## src/rtl/lsu_mem_ctrl.sv

```systemverilog
// Load/store sequencer between the EX/MEM stage and the data-memory bus port.
// Accepts one access at a time, rejects misaligned or unsupported ops, runs a
// req/gnt + rvalid handshake, builds byte enables / lane-replicated store data
// and sign/zero-extends load data. The pipeline is held busy until completion.
//
// Ports:
//   clk, rst                  clock (rising edge), synchronous active-high reset
//   req_valid/req_ready       pipeline request handshake (ready only when idle)
//   req_we/req_op             1=store/0=load; load LW,LB,LH,LHU,LBU / store SW,SB,SH
//   req_addr/req_wdata        byte address and store data
//   busy                      access in flight
//   resp_valid/resp_rdata     completion pulse and extended load result
//   misalign_err, bus_err     one-cycle error pulses
//   mem_req/mem_we/mem_addr/mem_wdata   bus request side (registered)
//   mem_gnt/mem_rvalid/mem_rdata        bus response side
module lsu_mem_ctrl #(
  parameter int unsigned TIMEOUT = 16,
  parameter int unsigned CNT_W   = 5
) (
  input  logic        clk,
  input  logic        rst,
  input  logic        req_valid,
  output logic        req_ready,
  input  logic        req_we,
  input  logic [2:0]  req_op,
  input  logic [31:0] req_addr,
  input  logic [31:0] req_wdata,
  output logic        busy,
  output logic        resp_valid,
  output logic [31:0] resp_rdata,
  output logic        misalign_err,
  output logic        bus_err,
  output logic        mem_req,
  output logic [3:0]  mem_we,
  output logic [31:0] mem_addr,
  output logic [31:0] mem_wdata,
  input  logic        mem_gnt,
  input  logic        mem_rvalid,
  input  logic [31:0] mem_rdata
);

  localparam logic [2:0] OpLw  = 3'd0;
  localparam logic [2:0] OpLb  = 3'd1;
  localparam logic [2:0] OpLh  = 3'd2;
  localparam logic [2:0] OpLhu = 3'd3;
  localparam logic [2:0] OpLbu = 3'd4;
  localparam logic [2:0] OpSw  = 3'd0;
  localparam logic [2:0] OpSb  = 3'd1;
  localparam logic [2:0] OpSh  = 3'd2;

  localparam logic [CNT_W-1:0] CntLast = CNT_W'(TIMEOUT - 1);

  typedef enum logic [1:0] {StIdle, StReq, StWait, StDone} state_e;

  state_e            state_q, state_d;
  logic              we_q, we_d;
  logic [2:0]        op_q, op_d;
  logic [1:0]        off_q, off_d;
  logic [CNT_W-1:0]  cnt_q, cnt_d;
  logic [3:0]        mem_we_q, mem_we_d;
  logic [31:0]       mem_addr_q, mem_addr_d;
  logic [31:0]       mem_wdata_q, mem_wdata_d;
  logic [31:0]       rdata_q, rdata_d;
  logic              merr_q, merr_d;
  logic              berr_q, berr_d;

  logic              req_legal;
  logic [3:0]        st_we;
  logic [31:0]       st_wdata;
  logic [7:0]        ld_byte;
  logic [15:0]       ld_half;
  logic [31:0]       ld_ext;

  // Alignment and opcode legality of the incoming request.
  always_comb begin
    req_legal = 1'b0;
    if (req_we) begin
      case (req_op)
        OpSw:    req_legal = (req_addr[1:0] == 2'b00);
        OpSb:    req_legal = 1'b1;
        OpSh:    req_legal = !req_addr[0];
        default: req_legal = 1'b0;
      endcase
    end else begin
      case (req_op)
        OpLw:        req_legal = (req_addr[1:0] == 2'b00);
        OpLb, OpLbu: req_legal = 1'b1;
        OpLh, OpLhu: req_legal = !req_addr[0];
        default:     req_legal = 1'b0;
      endcase
    end
  end

  // Store lane steering; loads drive no enables and no data.
  always_comb begin
    st_we    = 4'b0000;
    st_wdata = 32'h0;
    if (req_we) begin
      case (req_op)
        OpSb: begin
          st_we    = 4'b0001 << req_addr[1:0];
          st_wdata = {4{req_wdata[7:0]}};
        end
        OpSh: begin
          st_we    = req_addr[1] ? 4'b1100 : 4'b0011;
          st_wdata = {2{req_wdata[15:0]}};
        end
        default: begin
          st_we    = 4'b1111;
          st_wdata = req_wdata;
        end
      endcase
    end
  end

  // Load lane extraction and extension from the latched op and byte offset.
  always_comb begin
    case (off_q)
      2'd0:    ld_byte = mem_rdata[7:0];
      2'd1:    ld_byte = mem_rdata[15:8];
      2'd2:    ld_byte = mem_rdata[23:16];
      default: ld_byte = mem_rdata[31:24];
    endcase
    ld_half = off_q[1] ? mem_rdata[31:16] : mem_rdata[15:0];
    case (op_q)
      OpLb:    ld_ext = {{24{ld_byte[7]}}, ld_byte};
      OpLbu:   ld_ext = {24'h0, ld_byte};
      OpLh:    ld_ext = {{16{ld_half[15]}}, ld_half};
      OpLhu:   ld_ext = {16'h0, ld_half};
      default: ld_ext = mem_rdata;
    endcase
  end

  always_comb begin
    state_d     = state_q;
    we_d        = we_q;
    op_d        = op_q;
    off_d       = off_q;
    cnt_d       = cnt_q;
    mem_we_d    = mem_we_q;
    mem_addr_d  = mem_addr_q;
    mem_wdata_d = mem_wdata_q;
    rdata_d     = rdata_q;
    merr_d      = 1'b0;
    berr_d      = 1'b0;

    unique case (state_q)
      StIdle: begin
        if (req_valid) begin
          if (req_legal) begin
            we_d        = req_we;
            op_d        = req_op;
            off_d       = req_addr[1:0];
            mem_we_d    = st_we;
            mem_addr_d  = {req_addr[31:2], 2'b00};
            mem_wdata_d = st_wdata;
            state_d     = StReq;
          end else begin
            merr_d = 1'b1;
          end
        end
      end
      StReq: begin
        // rvalid is not looked at here: data can only follow a grant.
        if (mem_gnt) begin
          if (we_q) begin
            rdata_d = 32'h0;
            state_d = StDone;
          end else begin
            cnt_d   = '0;
            state_d = StWait;
          end
        end
      end
      StWait: begin
        // Data arriving on the final allowed cycle still wins over the timeout.
        if (mem_rvalid) begin
          rdata_d = ld_ext;
          state_d = StDone;
        end else if (cnt_q == CntLast) begin
          rdata_d = 32'h0;
          berr_d  = 1'b1;
          state_d = StDone;
        end else begin
          cnt_d = cnt_q + 1'b1;
        end
      end
      StDone: begin
        state_d = StIdle;
      end
      default: begin
        state_d = StIdle;
      end
    endcase
  end

  always_ff @(posedge clk) begin
    if (rst) begin
      state_q     <= StIdle;
      we_q        <= 1'b0;
      op_q        <= 3'd0;
      off_q       <= 2'd0;
      cnt_q       <= '0;
      mem_we_q    <= 4'b0000;
      mem_addr_q  <= 32'h0;
      mem_wdata_q <= 32'h0;
      rdata_q     <= 32'h0;
      merr_q      <= 1'b0;
      berr_q      <= 1'b0;
    end else begin
      state_q     <= state_d;
      we_q        <= we_d;
      op_q        <= op_d;
      off_q       <= off_d;
      cnt_q       <= cnt_d;
      mem_we_q    <= mem_we_d;
      mem_addr_q  <= mem_addr_d;
      mem_wdata_q <= mem_wdata_d;
      rdata_q     <= rdata_d;
      merr_q      <= merr_d;
      berr_q      <= berr_d;
    end
  end

  assign req_ready    = (state_q == StIdle);
  assign busy         = (state_q != StIdle);
  assign mem_req      = (state_q == StReq);
  assign resp_valid   = (state_q == StDone);
  assign resp_rdata   = rdata_q;
  assign misalign_err = merr_q;
  assign bus_err      = berr_q;
  assign mem_we       = mem_we_q;
  assign mem_addr     = mem_addr_q;
  assign mem_wdata    = mem_wdata_q;

endmodule

```

## config.mk

```make
export PLATFORM = sky130hd
export DESIGN_NAME = lsu_mem_ctrl
export DESIGN_NICKNAME = d
export VERILOG_FILES = /design/src/rtl/lsu_mem_ctrl.sv
export SDC_FILE = /design/constraint.sdc
export NUM_CORES = 1
export LEC_CHECK = 0
export BUFFER_PORTS_ARGS = -buffer_cell sky130_fd_sc_hd__buf_2
export CORE_MARGIN = 10
export CORE_UTILIZATION = 49
export CTS_CLUSTER_DIAMETER = 40
export CTS_CLUSTER_SIZE = 25
export DETAILED_ROUTE_END_ITERATION = 10
export PLACE_DENSITY_LB_ADDON = 0.12
export SYNTH_ARGS = -nofsm -noshare
export SYNTH_HDL_FRONTEND = slang
export SYNTH_SLANG_ARGS = --single-unit
```

## constraint.sdc

```tcl
create_clock -name clk -period 3.62 [get_ports clk]
set_input_delay 0.181 -clock clk [delete_from_list [all_inputs] [get_ports clk]]
set_output_delay 0.181 -clock clk [all_outputs]
set_load 0.01 [all_outputs]
```

# Yosys cells after proc, flatten, opt, wreduce, memory -nomap -nowiden
# Index checks and enable logic that the tools add are counted.
dict set report totals {
  reg_bits 113
  in_bits 105
  output_inout_bits 106
}
dict set report classes {
  eq_ne 22
  add_sub_neg 1
  mux 30
  bitwise_logic 3
  shift 1
  reduce_logical 15
}
# operator count
set op_table {}
lappend op_table {{two-way mux 32 bit} 5}
lappend op_table {{one-hot mux 32 bit (2 select lines)} 2}
lappend op_table {{one-hot mux 32 bit (4 select lines)} 1}
lappend op_table {{one-hot mux 8 bit (3 select lines)} 1}
lappend op_table {{two-way mux 5 bit} 4}
lappend op_table {{two-way mux 16 bit} 1}
lappend op_table {{== test 3 x 2 -> 1 bit, second input constant} 4}
lappend op_table {{two-way mux 2 bit} 5}
lappend op_table {{one-hot mux 5 bit (2 select lines)} 1}
lappend op_table {{two-way mux 4 bit} 2}
lappend op_table {{!= test 2 bit, second input constant} 4}
lappend op_table {{one-hot mux 2 bit (4 select lines)} 1}
lappend op_table {{one-hot mux 4 bit (2 select lines)} 1}
lappend op_table {{AND reduction 4 bit} 2}
lappend op_table {{== test 2 bit, second input constant} 3}
lappend op_table {{== test 3 x 1 -> 1 bit, second input constant} 2}
lappend op_table {{== test 3 bit, second input constant} 2}
lappend op_table {{logical NOT 2 bit} 3}
lappend op_table {{!= test 2 x 1 -> 1 bit, second input constant} 3}
lappend op_table {{one-hot mux 1 bit (3 select lines)} 2}
lappend op_table {{OR reduction 3 bit} 2}
lappend op_table {{adder 5 x 1 -> 5 bit, second input constant} 1}
lappend op_table {{== test 5 x 4 -> 1 bit, second input constant} 1}
lappend op_table {{AND reduction 5 bit} 1}
lappend op_table {{other kinds (10)} 18}

# Longest topological paths before layout
dict set report depth {
  word_depth 7
  mapped_depth 8
  ltp_nobuf 8
}

# Worst setup path after synthesis
# Ideal clock, no wire load.
dict set report synth_path {
  path_kind {reg2reg}
  from {register off_q[1]}
  to {register rdata_q[7] (netlist: resp_rdata[7])}
  n_path_buf 2
  arrival_time_ns 1.764
  setup_ns 0.128
  period_less_slack_ns 1.892
  stages_incl_launch_ff 8
  path_slack_ns 1.728
  cell_sequence {dfxtp_1 > buf_6 > mux4_2 > or3_1 > buf_2 > a32o_1 > a21oi_2 > o21ai_1}
}
dict set report synth_between {
  elab_chain_cells 5
}
# item line
set synth_lines {}
lappend synth_lines {{start, declared} 58} ;# logic [1:0] off_q, off_d;
lappend synth_lines {{start signal, assigned} 202} ;# off_q <= 2'd0;
lappend synth_lines {{start signal, assigned} 214} ;# off_q <= off_d;
lappend synth_lines {{== test 2 bit (tied with other cells)} 118} ;# case (off_q)
lappend synth_lines {{one-hot mux 8 bit (3 select lines)} 118}
lappend synth_lines {{one-hot mux 32 bit (4 select lines) (*)} 125} ;# case (op_q)
lappend synth_lines {{two-way mux 32 bit (*)} 177} ;# if (mem_rvalid) begin
lappend synth_lines {{one-hot mux 32 bit (2 select lines) (*)} 147} ;# unique case (state_q)
lappend synth_lines {{end signal, assigned} 219} ;# rdata_q <= rdata_d;
lappend synth_lines {{end, declared} 63} ;# logic [31:0] rdata_q, rdata_d;
# Mark *: on every way between the ends. The rest lies on a longest branch, timed or not.
# A chain may end at the register's enable or synchronous reset.

# Worst setup path in the final report
dict set report layout_path {
  from {register off_q[1]}
  to {register rdata_q[16] (netlist: resp_rdata[16])}
}
# Same word-level chain as after synthesis.

==> flow_metrics.py <==
metrics = {
    "place": {
        "gp_congestion": 0.895,
        "dp_hpwl_mm": 12.3,
        "place_inst": 888,
        "port_buffers": 208,
    },
    "layout": {
        "fin_util": 0.733,
        "fillers": 778,
        "fin_cells": 996,
        "fin_nets": 959,
        "area.growth.synth_to_final_pct": 45.1,
        "final_cell_mix": "208 x buf_2, 113 x dfxtp_1, 77 x dlygate4sd3_1, 61 x o21ai_0, 57 x nor2_1",
        "mostFrequentLayoutCell": "buf_2",
        "regArea_um2": 2260,
        "drive_gt1_frac": 0.306,
        "multi_input_area_um2": 2720,
    },
    "drt": {
        "dr.first_iter.drc_count": 417,
        "num_vias": 5501,
        "wirelength_mm": 18.0,
        "ant_nets": 0,
        "via_per_inst": 5.52,
        "drt_drc_violations_left": 0,
        "wl_per_cell_um": 18.1,
        "drt_first_pass_iters": 5,
    },
    "clocking": {
        "numCtsBuffers": 17,
        "cts_root_buf": "clkbuf_8",
        "cts_tree": "done",
        "ctsHoldBuffers": 77,
        "cts_setup_buffers": 0,
        "path_clk_slew_ns": 0.05,
        "clk_latency_ns": 0.51,
        "cts_sinks": 113,
        "htree_levels": 4,
        "clockBufferDepth": 2,
        "cts_resized": 0,
    },
    "global_route": {
        "grt_pass1_wl_mm": 28.2,
        "grt_max_degree": 86,
        "overflow": 0,
        "antenna_found_initial": 4,
        "track_usage": 0.230,
        "first_global_vias": 5609,
    },
    "sta": {
        "finalSetupViolations": 0,
        "drv_slew": 0,
        "hold_violations": 0,
        "maxSlewHeadroom": 0.276,
        "min_period_over_period": 0.674,
        "fmax_mhz": 410,
        "tightest_slew_ns": 1.09,
        "fin_crit_ns": 2.44,
        "clock_skew_ns": 0.00748,
        "rsz0062_at_grt": "no",
        "setup_tns_ns": 0,
    },
    "critical_path": {
        "path_max_fanout": 17,
        "critPathCaptureType": "register",
        "ff2ff_path_depth": 5,
        "timing.rr.start": "off_q[1]",
        "endpoint": "resp_rdata[16]",
        "startpoint": "off_q[1]",
        "r2r-end": "resp_rdata[16]",
        "critical_path_arrival_ns": 2.80,
        "crit_required_ns": 3.98,
        "cp-start-kind": "register",
        "crit_type": "register to register",
        "ff2ff_setup_slack_ns": 1.18,
    },
    "flow_run": {
        "max_cap_violations": 0,
    },
    "outcome": {
        "status": "finished clean",
    },
    "logic_synthesis": {
        "postSynthCellCount": 586,
        "ys_async_sr_fraction": 0,
        "syn_area_um2": 5230,
        "synthXorXnorAreaFrac": 0.00167,
        "synth-compound-area-share": 0.231,
        "seq_area_frac_synth": 0.432,
        "synth_cell_type_count": 54,
        "synth_edf_count": 0,
        "ys.flop_type": "dfxtp_1",
        "avgSynthCellArea_um2": 8.93,
        "ys_seq_elements": 113,
        "synthAdderAreaFrac": 0.0182,
        "synthMuxAreaShare": 0.0485,
        "synth_top_family_by_area": "compound AO/OA/AOI/OAI gates",
        "ys_warn_count": 0,
        "synth-simple-area-share": 0.217,
    },
    "pwr": {
        "power_density_nw_per_um2": 457,
        "power_leakage_nw": 3.33,
        "max-vdd-ir-drop_v": 0.000321,
    },
    "floorplan": {
        "die_x_um": 123,
        "coreArea_um2": 10400,
        "dieArea_um2": 15200,
        "io_pins": 211,
        "initial_core_util": 0.505,
        "rows": 37,
        "dieHeight_um": 123,
    },
    "hold_path": {
        "hp-class": "input port to register",
    },
}
[state kept, by name, summed over array words and instances (netlist names)]
name	cells
mem_we	4
we_q	1
resp_rdata	32
mem_addr	30
off_q	2
op_q	3
misalign_err	1
mem_wdata	32
bus_err	1
state_q	2
cnt_q	5
[critical path: stages (launching register included)]
cell and delay, ns:
dfxtp_1 0.72, mux4_2 0.61, a21oi_1 0.16, a21oi_1 0.06, o211ai_2 0.55, o21ai_0 0.19
[power breakdown]
part           internal, W  leakage (nW)  switching [W]
Clock             0.000947         0.267       0.000538
Sequential         0.00130         0.914      0.0000488
Combinational     0.000280          2.15       0.000351
Total              0.00253          3.33       0.000938
[synthesized netlist by cell type, types with 9 or more instances]
library cell  number  area, um^2
dfxtp_1          113        2260
o2bb2ai_1         28         245
nor2_1            57         214
nand2b_1          41         257
buf_2             10        50.1
inv_1             13        48.8
o21ai_0           61         305
mux2i_1           13         130
a22o_1             9        78.8
a21oi_1           19        95.1
nand2_1           35         131
nand4b_1          34         298
clkbuf_1          34         128
[layer usage]
layer,track usage,vias up,routed length [um]
li1,-,2644,-
met1,0.255,2571,6940
met2,0.385,237,8740
met3,0.0921,45,1840
met4,0.0946,4,450
met5,0,-,27
[layout make-up]
| type | instances | area share |
|---|---|---|
| antenna | 1 | 0.000329 |
| clock inverter | 7 | 0.00791 |
| sequential | 113 | 0.298 |
| multi-input combinational | 411 | 0.358 |
| inverter | 13 | 0.00642 |
| clock buffer | 23 | 0.0614 |
| timing repair buffer | 292 | 0.245 |
| tap | 136 | 0.0224 |
[worst min-delay path by stage]
stage               slack [ns]  cells past startpoint           from             end
finish                    0.02                      3  mem_rdata[31]  resp_rdata[31]
global route              0.02                      3    req_addr[1]        off_q[1]
CTS                      0.009                      3     mem_rvalid         bus_err
detailed placement        0.43                      2  mem_rdata[22]   resp_rdata[6]
global placement          0.42                      3  req_wdata[28]   mem_wdata[28]
floorplan                 0.31                      1   req_wdata[7]    mem_wdata[7]
[logic make-up after synthesis]
kind of cell	count (synthesis)
buf+inv	63
mux	22
other cells	1
fa+ha+maj	8
flops	113
simple gates	204
compound gates	174
xor+xnor	1
[stage by stage]
step / hold WS, ns / total power, W / setup WS (ns) / cell area (um^2)
3_5_place_dp: 0.426 / 0.00194 / 1.20 / 6300
4_1_cts: 0.00880 / 0.00349 / 1.19 / 7590
6_report: 0.0213 / 0.00347 / 1.18 / 7600
2_1_floorplan: 0.307 / 0.00172 / 1.73 / 5240
5_1_grt: 0.0217 / 0.00361 / 0.951 / 7600
3_3_place_gp: 0.421 / 0.00192 / 1.26 / 6300
Power figures use the tool's default switching activity.
